$ cat src/rtl/mcu_intc_if.sv
// mcu_intc CPU/peripheral side bundle.
// slave = controller, master = CPU plus peripheral lines.
interface mcu_intc_if #(
  parameter int NIRQ = 8,
  parameter int VW   = 3
);
  logic [NIRQ-1:0] src;
  logic            we;
  logic [1:0]      wsel;
  logic [NIRQ-1:0] wdata;
  logic            ack;
  logic            eoi;
  logic            irq;
  logic [VW-1:0]   vector;
  logic [NIRQ-1:0] mask;
  logic [NIRQ-1:0] pending;
  logic [NIRQ-1:0] in_service;

  modport master (
    output src, we, wsel, wdata, ack, eoi,
    input  irq, vector, mask, pending, in_service
  );

  modport slave (
    input  src, we, wsel, wdata, ack, eoi,
    output irq, vector, mask, pending, in_service
  );
endinterface

$ cat src/rtl/mcu_intc.sv
// mcu_intc: prioritised vectored interrupt controller.
// Index 0 wins; one request held until ack, nesting optional.
module mcu_intc #(
  parameter int              NIRQ = 8,
  parameter int              VW   = 3,
  parameter logic [NIRQ-1:0] EDGE = {NIRQ{1'b1}},
  parameter int              NEST = 1
) (
  input  logic        clock,
  input  logic        reset,
  mcu_intc_if.slave   bus
);

  typedef enum logic {IDLE, REQ} state_e;

  state_e          state_q, state_d;
  logic            irq_q, irq_d;
  logic [VW-1:0]   vector_q, vector_d;
  logic [NIRQ-1:0] mask_q, mask_d;
  logic [NIRQ-1:0] pend_q, pend_d;
  logic [NIRQ-1:0] insv_q, insv_d;
  logic [NIRQ-1:0] src_q, src_d;

  logic [NIRQ-1:0] src_edge;
  logic [NIRQ-1:0] wr_set;
  logic [NIRQ-1:0] wr_clr;
  logic [NIRQ-1:0] ack_hot;
  logic [NIRQ-1:0] insv_low;
  logic [NIRQ-1:0] qual;
  logic [NIRQ-1:0] cand;
  logic [NIRQ-1:0] edge_pend;
  logic [VW-1:0]   best;
  logic            ack_fire;

  always_comb begin
    src_d    = bus.src;
    src_edge = EDGE & bus.src & ~src_q;
    wr_set   = '0;
    wr_clr   = '0;
    mask_d   = mask_q;
    if (bus.we) begin
      unique case (1'b1)
        bus.wsel == 2'd0: mask_d = bus.wdata;
        bus.wsel == 2'd1: wr_clr = bus.wdata;
        bus.wsel == 2'd2: wr_set = bus.wdata;
        default: ;
      endcase
    end

    ack_fire = bus.ack && (state_q == REQ);
    for (int i = 0; i < NIRQ; i++)
      ack_hot[i] = ack_fire && (vector_q == VW'(i));

    // Lowest set in-service bit; minus one gives all strictly-higher priorities.
    insv_low = insv_q & (~insv_q + NIRQ'(1));
    if (NEST != 0)
      qual = insv_low - NIRQ'(1);
    else
      qual = (insv_q == '0) ? '1 : '0;

    cand = pend_q & mask_q & qual;
    best = '0;
    for (int i = NIRQ - 1; i >= 0; i--)
      if (cand[i]) best = VW'(i);

    edge_pend = src_edge | wr_set | (pend_q & ~(wr_clr | ack_hot));
    pend_d    = (EDGE & edge_pend) | (~EDGE & bus.src);

    insv_d = (insv_q & ~(bus.eoi ? insv_low : '0)) | ack_hot;

    state_d  = state_q;
    irq_d    = irq_q;
    vector_d = vector_q;
    unique case (state_q)
      IDLE: begin
        if (|cand) begin
          state_d  = REQ;
          irq_d    = 1'b1;
          vector_d = best;
        end
      end
      REQ: begin
        if (bus.ack) begin
          state_d = IDLE;
          irq_d   = 1'b0;
        end
      end
      default: begin
        state_d = IDLE;
        irq_d   = 1'b0;
      end
    endcase
  end

  always_ff @(posedge clock) begin
    if (reset) begin
      state_q  <= IDLE;
      irq_q    <= 1'b0;
      vector_q <= '0;
      mask_q   <= '0;
      pend_q   <= '0;
      insv_q   <= '0;
      src_q    <= '0;
    end else begin
      state_q  <= state_d;
      irq_q    <= irq_d;
      vector_q <= vector_d;
      mask_q   <= mask_d;
      pend_q   <= pend_d;
      insv_q   <= insv_d;
      src_q    <= src_d;
    end
  end

  assign bus.irq        = irq_q;
  assign bus.vector     = vector_q;
  assign bus.mask       = mask_q;
  assign bus.pending    = pend_q;
  assign bus.in_service = insv_q;

endmodule
$ cat src/flat_wrapper.sv
// flat-port wrapper written by rule: the top's interface ports become plain ports
module mcu_intc_flat 
#(
  parameter int              NIRQ = 8,
  parameter int              VW   = 3,
  parameter logic [NIRQ-1:0] EDGE = {NIRQ{1'b1}},
  parameter int              NEST = 1
)
  (clock, reset, bus_src, bus_we, bus_wsel, bus_wdata, bus_ack, bus_eoi, bus_irq, bus_vector, bus_mask, bus_pending, bus_in_service);
  mcu_intc_if #(.NIRQ(NIRQ), .VW(VW)) bus_i ();
  input  logic clock;
  input  logic reset;
  input wire logic [$bits(bus_i.src)-1:0] bus_src;
  input wire logic [$bits(bus_i.we)-1:0] bus_we;
  input wire logic [$bits(bus_i.wsel)-1:0] bus_wsel;
  input wire logic [$bits(bus_i.wdata)-1:0] bus_wdata;
  input wire logic [$bits(bus_i.ack)-1:0] bus_ack;
  input wire logic [$bits(bus_i.eoi)-1:0] bus_eoi;
  output wire logic [$bits(bus_i.irq)-1:0] bus_irq;
  output wire logic [$bits(bus_i.vector)-1:0] bus_vector;
  output wire logic [$bits(bus_i.mask)-1:0] bus_mask;
  output wire logic [$bits(bus_i.pending)-1:0] bus_pending;
  output wire logic [$bits(bus_i.in_service)-1:0] bus_in_service;
  assign bus_i.src = bus_src;
  assign bus_i.we = bus_we;
  assign bus_i.wsel = bus_wsel;
  assign bus_i.wdata = bus_wdata;
  assign bus_i.ack = bus_ack;
  assign bus_i.eoi = bus_eoi;
  assign bus_irq = bus_i.irq;
  assign bus_vector = bus_i.vector;
  assign bus_mask = bus_i.mask;
  assign bus_pending = bus_i.pending;
  assign bus_in_service = bus_i.in_service;
  mcu_intc #(.NIRQ(NIRQ), .VW(VW), .EDGE(EDGE), .NEST(NEST)) u_core (.clock(clock), .reset(reset), .bus(bus_i));
endmodule
$ cat config.mk
export PLATFORM = sky130hd
export DESIGN_NAME = mcu_intc_flat
export DESIGN_NICKNAME = d
export VERILOG_FILES = /design/src/rtl/mcu_intc_if.sv /design/src/rtl/mcu_intc.sv /design/src/flat_wrapper.sv
export SDC_FILE = /design/constraint.sdc
export NUM_CORES = 1
export LEC_CHECK = 0
export ABC_AREA = 1
export BUFFER_PORTS_ARGS = -buffer_cell sky130_fd_sc_hd__clkbuf_2
export CAP_MARGIN = 20
export CORE_ASPECT_RATIO = 1.25
export CORE_UTILIZATION = 50
export DETAILED_ROUTE_END_ITERATION = 16
export GPL_TIMING_DRIVEN = 1
export HOLD_SLACK_MARGIN = 0.05
export PLACE_DENSITY = 0.75
export SYNTH_ARGS = -nofsm -noshare
export SYNTH_HDL_FRONTEND = slang
export SYNTH_SLANG_ARGS = --single-unit
$ cat constraint.sdc
create_clock -name clock -period 1.5 [get_ports clock]
set_input_delay 0.15 -clock clock [delete_from_list [all_inputs] [get_ports clock]]
set_output_delay 0.15 -clock clock [all_outputs]
set_load 0.01 [all_outputs]
Yosys cells after proc, flatten, opt, wreduce, memory -nomap -nowiden
Cells that the tools add are included.
{ "op_classes": {"n_bitwise": 15, "n_reduce_logical": 15, "n_shift": 0, "div_mod_pow": 0, "multipliers": 0, "n_addsub": 2, "n_eq_ne": 11, "muxes": 19, "magnitude_cmp": 0} }
{ "op_table": {"columns": ["op", "count"], "rows": [
  ["bitwise AND 8 bit", 6],
  ["2-to-1 mux 8 bit", 5],
  ["NOT 8 bit", 4],
  ["bitwise OR 8 bit", 4],
  ["2-to-1 mux 3 bit", 8],
  ["equality test 3 bit (second input constant)", 4],
  ["logical AND 1 bit", 9],
  ["adder 8 x 1 -> 8 bit (second input constant)", 1],
  ["OR reduction 8 bit", 1],
  ["subtractor 8 x 1 -> 8 bit (second input constant)", 1],
  ["equality test 3 x 2 -> 1 bit (second input constant)", 2],
  ["AND reduction 2 bit", 3],
  ["2-to-1 mux 1 bit", 4],
  ["one-hot mux 1 bit (2 select lines)", 2],
  ["equality test 3 x 1 -> 1 bit (second input constant)", 1],
  ["logical NOT 3 bit", 1],
  ["equality test 2 x 1 -> 1 bit (second input constant)", 1],
  ["equality test 2 bit (second input constant)", 1],
  ["logical NOT 2 bit", 1],
  ["!= test 2 x 1 -> 1 bit (second input constant)", 1],
  ["!= test 2 bit (second input constant)", 1],
  ["NOT 1 bit", 1]
]} }
{ "totals": {"mem_bits_ro": 0, "word_cells": 69, "n_memories": 0, "inputBits": 23, "mem_bits_rw": 0, "out_inout_bits": 28, "latchBits": 0, "regBits": 37} }

Depth between registers and ports, before layout
{ "logic_depth": {"ltp_word": 13, "mapped_depth": 11, "mapped_depth_nobuf": 11} }

Worst setup path after synthesis
Ideal clock, no wire load.
{ "synth_timing": {"path_kind": "register to register", "startpoint": "reg u_core.insv_q[0], in the netlist u_core.bus.in_service[0]", "endpoint": "reg u_core.vector_q[1], in the netlist u_core.bus.vector[1]", "arrival_time_ps": 1201, "n_path_buf": 0, "setup_ps": 120, "stages_incl_launch_ff": 10, "t_required_ps": 1380, "setup_slack_ps": 179, "path_cell_list": "dfxtp_1 -> nor2_4 -> nand2_4 -> inv_2 -> nand3_1 -> nand2_1 -> o21ai_2 -> nand2_2 -> o21ai_0 -> a21oi_1"} }
{ "synth_via": {"elab_chain_len": 13, "word_cells_on_any_way": 15, "classes_between": "2 x add/sub; 8 x mux; 3 x bitwise; 2 x reduce/logical"} }
{ "synth_lines": {"columns": ["item", "line_no", "text"], "rows": [
  ["start: declaration", "mcu_intc.sv:21", "logic [NIRQ-1:0] insv_q, insv_d;"],
  ["start signal: assignment", "mcu_intc.sv:110", "insv_q <= insv_d;"],
  ["NOT 8 bit", "mcu_intc.sv:55", "insv_low = insv_q & (~insv_q + NIRQ'(1));"],
  ["adder 8 x 1 -> 8 bit", "mcu_intc.sv:55", null],
  ["bitwise AND 8 bit (*)", "mcu_intc.sv:55", null],
  ["subtractor 8 x 1 -> 8 bit (*)", "mcu_intc.sv:57", "qual = insv_low - NIRQ'(1);"],
  ["bitwise AND 8 bit (*)", "mcu_intc.sv:61", "cand = pend_q & mask_q & qual;"],
  ["2-to-1 mux 3 bit (8 in series)", "mcu_intc.sv:64", "if (cand[i]) best = VW'(i);"],
  ["end signal: assignment", "mcu_intc.sv:107", "vector_q <= vector_d;"],
  ["end: declaration", "mcu_intc.sv:18", "logic [VW-1:0] vector_q, vector_d;"]
]} }
Every way passes the cells marked *; elsewhere a longest branch is shown, timed or not.
A chain may end at the register's enable or synchronous reset.

Final worst setup path
{ "layout_timing": {"startpoint": "reg u_core.insv_q[1], in the netlist u_core.bus.in_service[1]", "endpoint": "reg u_core.vector_q[0], in the netlist u_core.bus.vector[0]"} }
Same word-level chain as after synthesis.

==> reports/metrics.csv <==
metric;value;unit
crit-path cells;nor2_4, nand2_4, nor2_1, inv_1, nand3_1, nand2_1, nand2_2, o21ai_0, a21oi_1;
max-cap violation count;0;
Startpoint Class;flip-flop;
Required @ worst endpoint;1790;ps
area added between synthesis and finish;28.8;%
GRT Resource Usage Total;0.258;
Initial Utilization;0.534;
layout cell share with drive strength beyond 1;0.263;
RR Startpoint;u_core.bus.in_service[1]$_SDFF_PP0_;
largest family of logic cells by synthesized area;simple AND/OR/NAND/NOR gates;
IO Count;51;
grt ovf;0;
RR Endpoint;u_core.bus.vector[0]$_SDFFE_PP0P_;
Row Count;22;
status;complete, no violations;
Synth cell types;22;
DRC;0;
Final Power;2.03;mW
Fmax;737;MHz
core area;0.00300;mm^2
clock root cell;clkbuf_4;
Final Skew;11.4;ps
Slew headroom;0.774;
hold slack final;74.5;ps
syn_nets;247;
slowest stage delay, CP;360;ps
Synth Area in Adders;0;
post-route setup TNS;0;ps
setup repair bufs after CTS;0;
non-filler cells in the finished layout;325;
Clk pin slew, worst setup/hold paths;110;ps
mux contribution to synthesized area;0;
min Tclk post-route;1360;ps
Initial DRC Count;36;
area share of the largest cell type after synthesis;0.463;
reg2reg path depth;9;
drt pass-1 iters;4;
Area contributors post-synth;dfxtp_1, nor2_1, nand3_1, nand2_1, inv_1;
CTS max path bufs;2;
Mapped Area;0.00160;mm^2
Crit Path Class;reg -> reg;
xor-xnor portion of the synthesized cell area;0;
Avg Vias per Cell;5.10;
clock sinks;37;
H-tree depth;2;
IO buf count;50;
VDD IR max;0.763;mV
unrepaired setup endpoints after global routing;false;
Final setup viols;0;
hold_sp;bus_wdata[7];
die height;65.3;um
met1 usage;0.299;
worst endpoint data arrival time;1650;ps
internal reg-to-reg setup slack;140;ps
GR Util met2;0.432;
worst slew pin tran;338;ps
Top delay family on crit path;simple AND/OR/NAND/NOR gates;
Num CTS Buffers;5;
diodes inserted;0;
first-pass GRT wire length;6380;um
post-synth top area cell;dfxtp_1;
Die X;52.6;um
final WL;3930;um
Final Max Tran Viols;0;
Hold Path End;u_core.bus.mask[7]$_SDFFE_PP0P_;
syn_area_per_cell;7.15;um^2
simple-gate portion of the synthesized area;0.302;
Hold WC Path Type;in -> reg;
Pleak;1.04;nW
Vias;1656;
Skew-Pair Late Insertion Delay;350;ps
vias in the first global route;1524;
CTS tree;yes;
wire length per cell;12.1;um
fin crit share;0.905;
CP Max Fanout;6;
DRT antenna net count;0;
hold path cells;3;
Power Density;982;mW/mm^2
largest net degree at the start of global routing;26;
post-synthesis sequential area ratio;0.463;
die area;0.00343;mm^2
CP Capture Type;flip-flop;
dpl cells;309;
CP Buf/Inv Count;1;
dpl hpwl;2900;um
Hold Vio Cnt, Final;0;
Compound-Gate Fraction of Synth Area;0.158;
Syn Inst Count;224;
Yosys warnings;0;
slowest CP cell;dfxtp_1;
initial antenna violation count;0;
gpl congestion;0.793;
Layout Nets;311;
met3 Use GR;0.0671;
Yosys reg bits;37;
grt peak-use layer;met2;
## cells in the final DEF (no fill, tap or decap), types with 3 or more instances in the layout
cell           synthesis  layout
nor2_1                47      47
nand2_1               30      30
o21ai_0               13      13
nand3_1               23      23
clkbuf_2               0      50
a21oi_1               17      17
buf_4                  0       5
dfxtp_1               37      35
inv_1                 26      26
o31ai_1                3       3
dlygate4sd3_1          0       8
a31oi_1                8       8
clkbuf_4               0       5
## state kept, by name (all words and copies together) (netlist names)
name,cells
u_core.bus.irq,1
u_core.bus.in_service,8
u_core.state_q,1
u_core.bus.mask,8
u_core.bus.vector,3
u_core.src_q,8
u_core.bus.pending,8
## cell usage after synthesis
master    number
inv_1         26
or2_2          2
o211ai_2       1
nand2_2        1
nor2_4         2
or2_0          1
nor2_1        47
nand4_1        1
o31ai_1        3
inv_2          1
o21ai_0       13
nor2_2         1
clkbuf_1       5
nand3b_1       1
nand3_1       23
nand2_1       30
a21oi_1       17
dfxtp_1       37
o21ai_2        2
buf_2          1
a31oi_1        8
nand2_4        1
## layer usage
layer,wire length (um),up-vias
met1,1710,749
met3,138,9
met2,2010,39
li1,-,859
met5,0,-
met4,78,0
## kinds of logic after synthesis
kind of cell	after synthesis
flip-flops	37
AND/OR/NAND/NOR	110
buffers and inverters	33
AO/OA/AOI/OAI	44
## repair_timing
item | CTS | global route
hold endpoints to repair | 8 | 0
gates resized for setup | 0 | 2
hold buffers | 8 | 0
endpoints found under the setup margin | 0 | 2
## worst max-delay path by stage
stage                     cells past startpoint  slack [ps]                           endpoint                                start
after floorplan                               9         180  u_core.bus.vector[1]$_SDFFE_PP0P_  u_core.bus.in_service[0]$_SDFF_PP0_
after global placement                        9         180  u_core.bus.vector[1]$_SDFFE_PP0P_  u_core.bus.in_service[0]$_SDFF_PP0_
after detailed placement                      9         120  u_core.bus.vector[1]$_SDFFE_PP0P_  u_core.bus.in_service[0]$_SDFF_PP0_
after CTS                                     9          90  u_core.bus.vector[1]$_SDFFE_PP0P_  u_core.bus.in_service[0]$_SDFF_PP0_
after global routing                          9          10  u_core.bus.vector[1]$_SDFFE_PP0P_  u_core.bus.in_service[1]$_SDFF_PP0_
final                                         9         140  u_core.bus.vector[0]$_SDFFE_PP0P_  u_core.bus.in_service[1]$_SDFF_PP0_
## worst register-to-register path: cells and delay by family (launching register included)
family	cells	cell delay (ps)
compound gates	2	210
buf+inv	1	70
flops	1	360
simple gates	6	650
## power breakdown
part           internal, mW  leakage [nW]  switching, mW
clock                 0.272        0.0413          0.335
sequential             1.04         0.305         0.0490
combinational         0.140         0.694          0.187
total                  1.45          1.04          0.571
## cell type report
type / count / area, um^2
inverter: 27 / 101
sequential: 37 / 743
clock buffer: 7 / 65.1
multi-input combinational: 154 / 736
timing repair buffer: 63 / 368
fill: 282 / 937
tap: 36 / 45.0
clock inverter: 1 / 5.00
## through the flow
stage | worst slack [ps] | util | instance area [um^2]
CTS | 93.4 | 0.687 | 2060
detailed placement | 115 | 0.637 | 1910
global route | 13.4 | 0.688 | 2060
finish | 142 | 0.688 | 2060
global placement | 179 | 0.637 | 1910
floorplan | 179 | - | 1600
No activity file was read; power rests on OpenSTA's default activity.
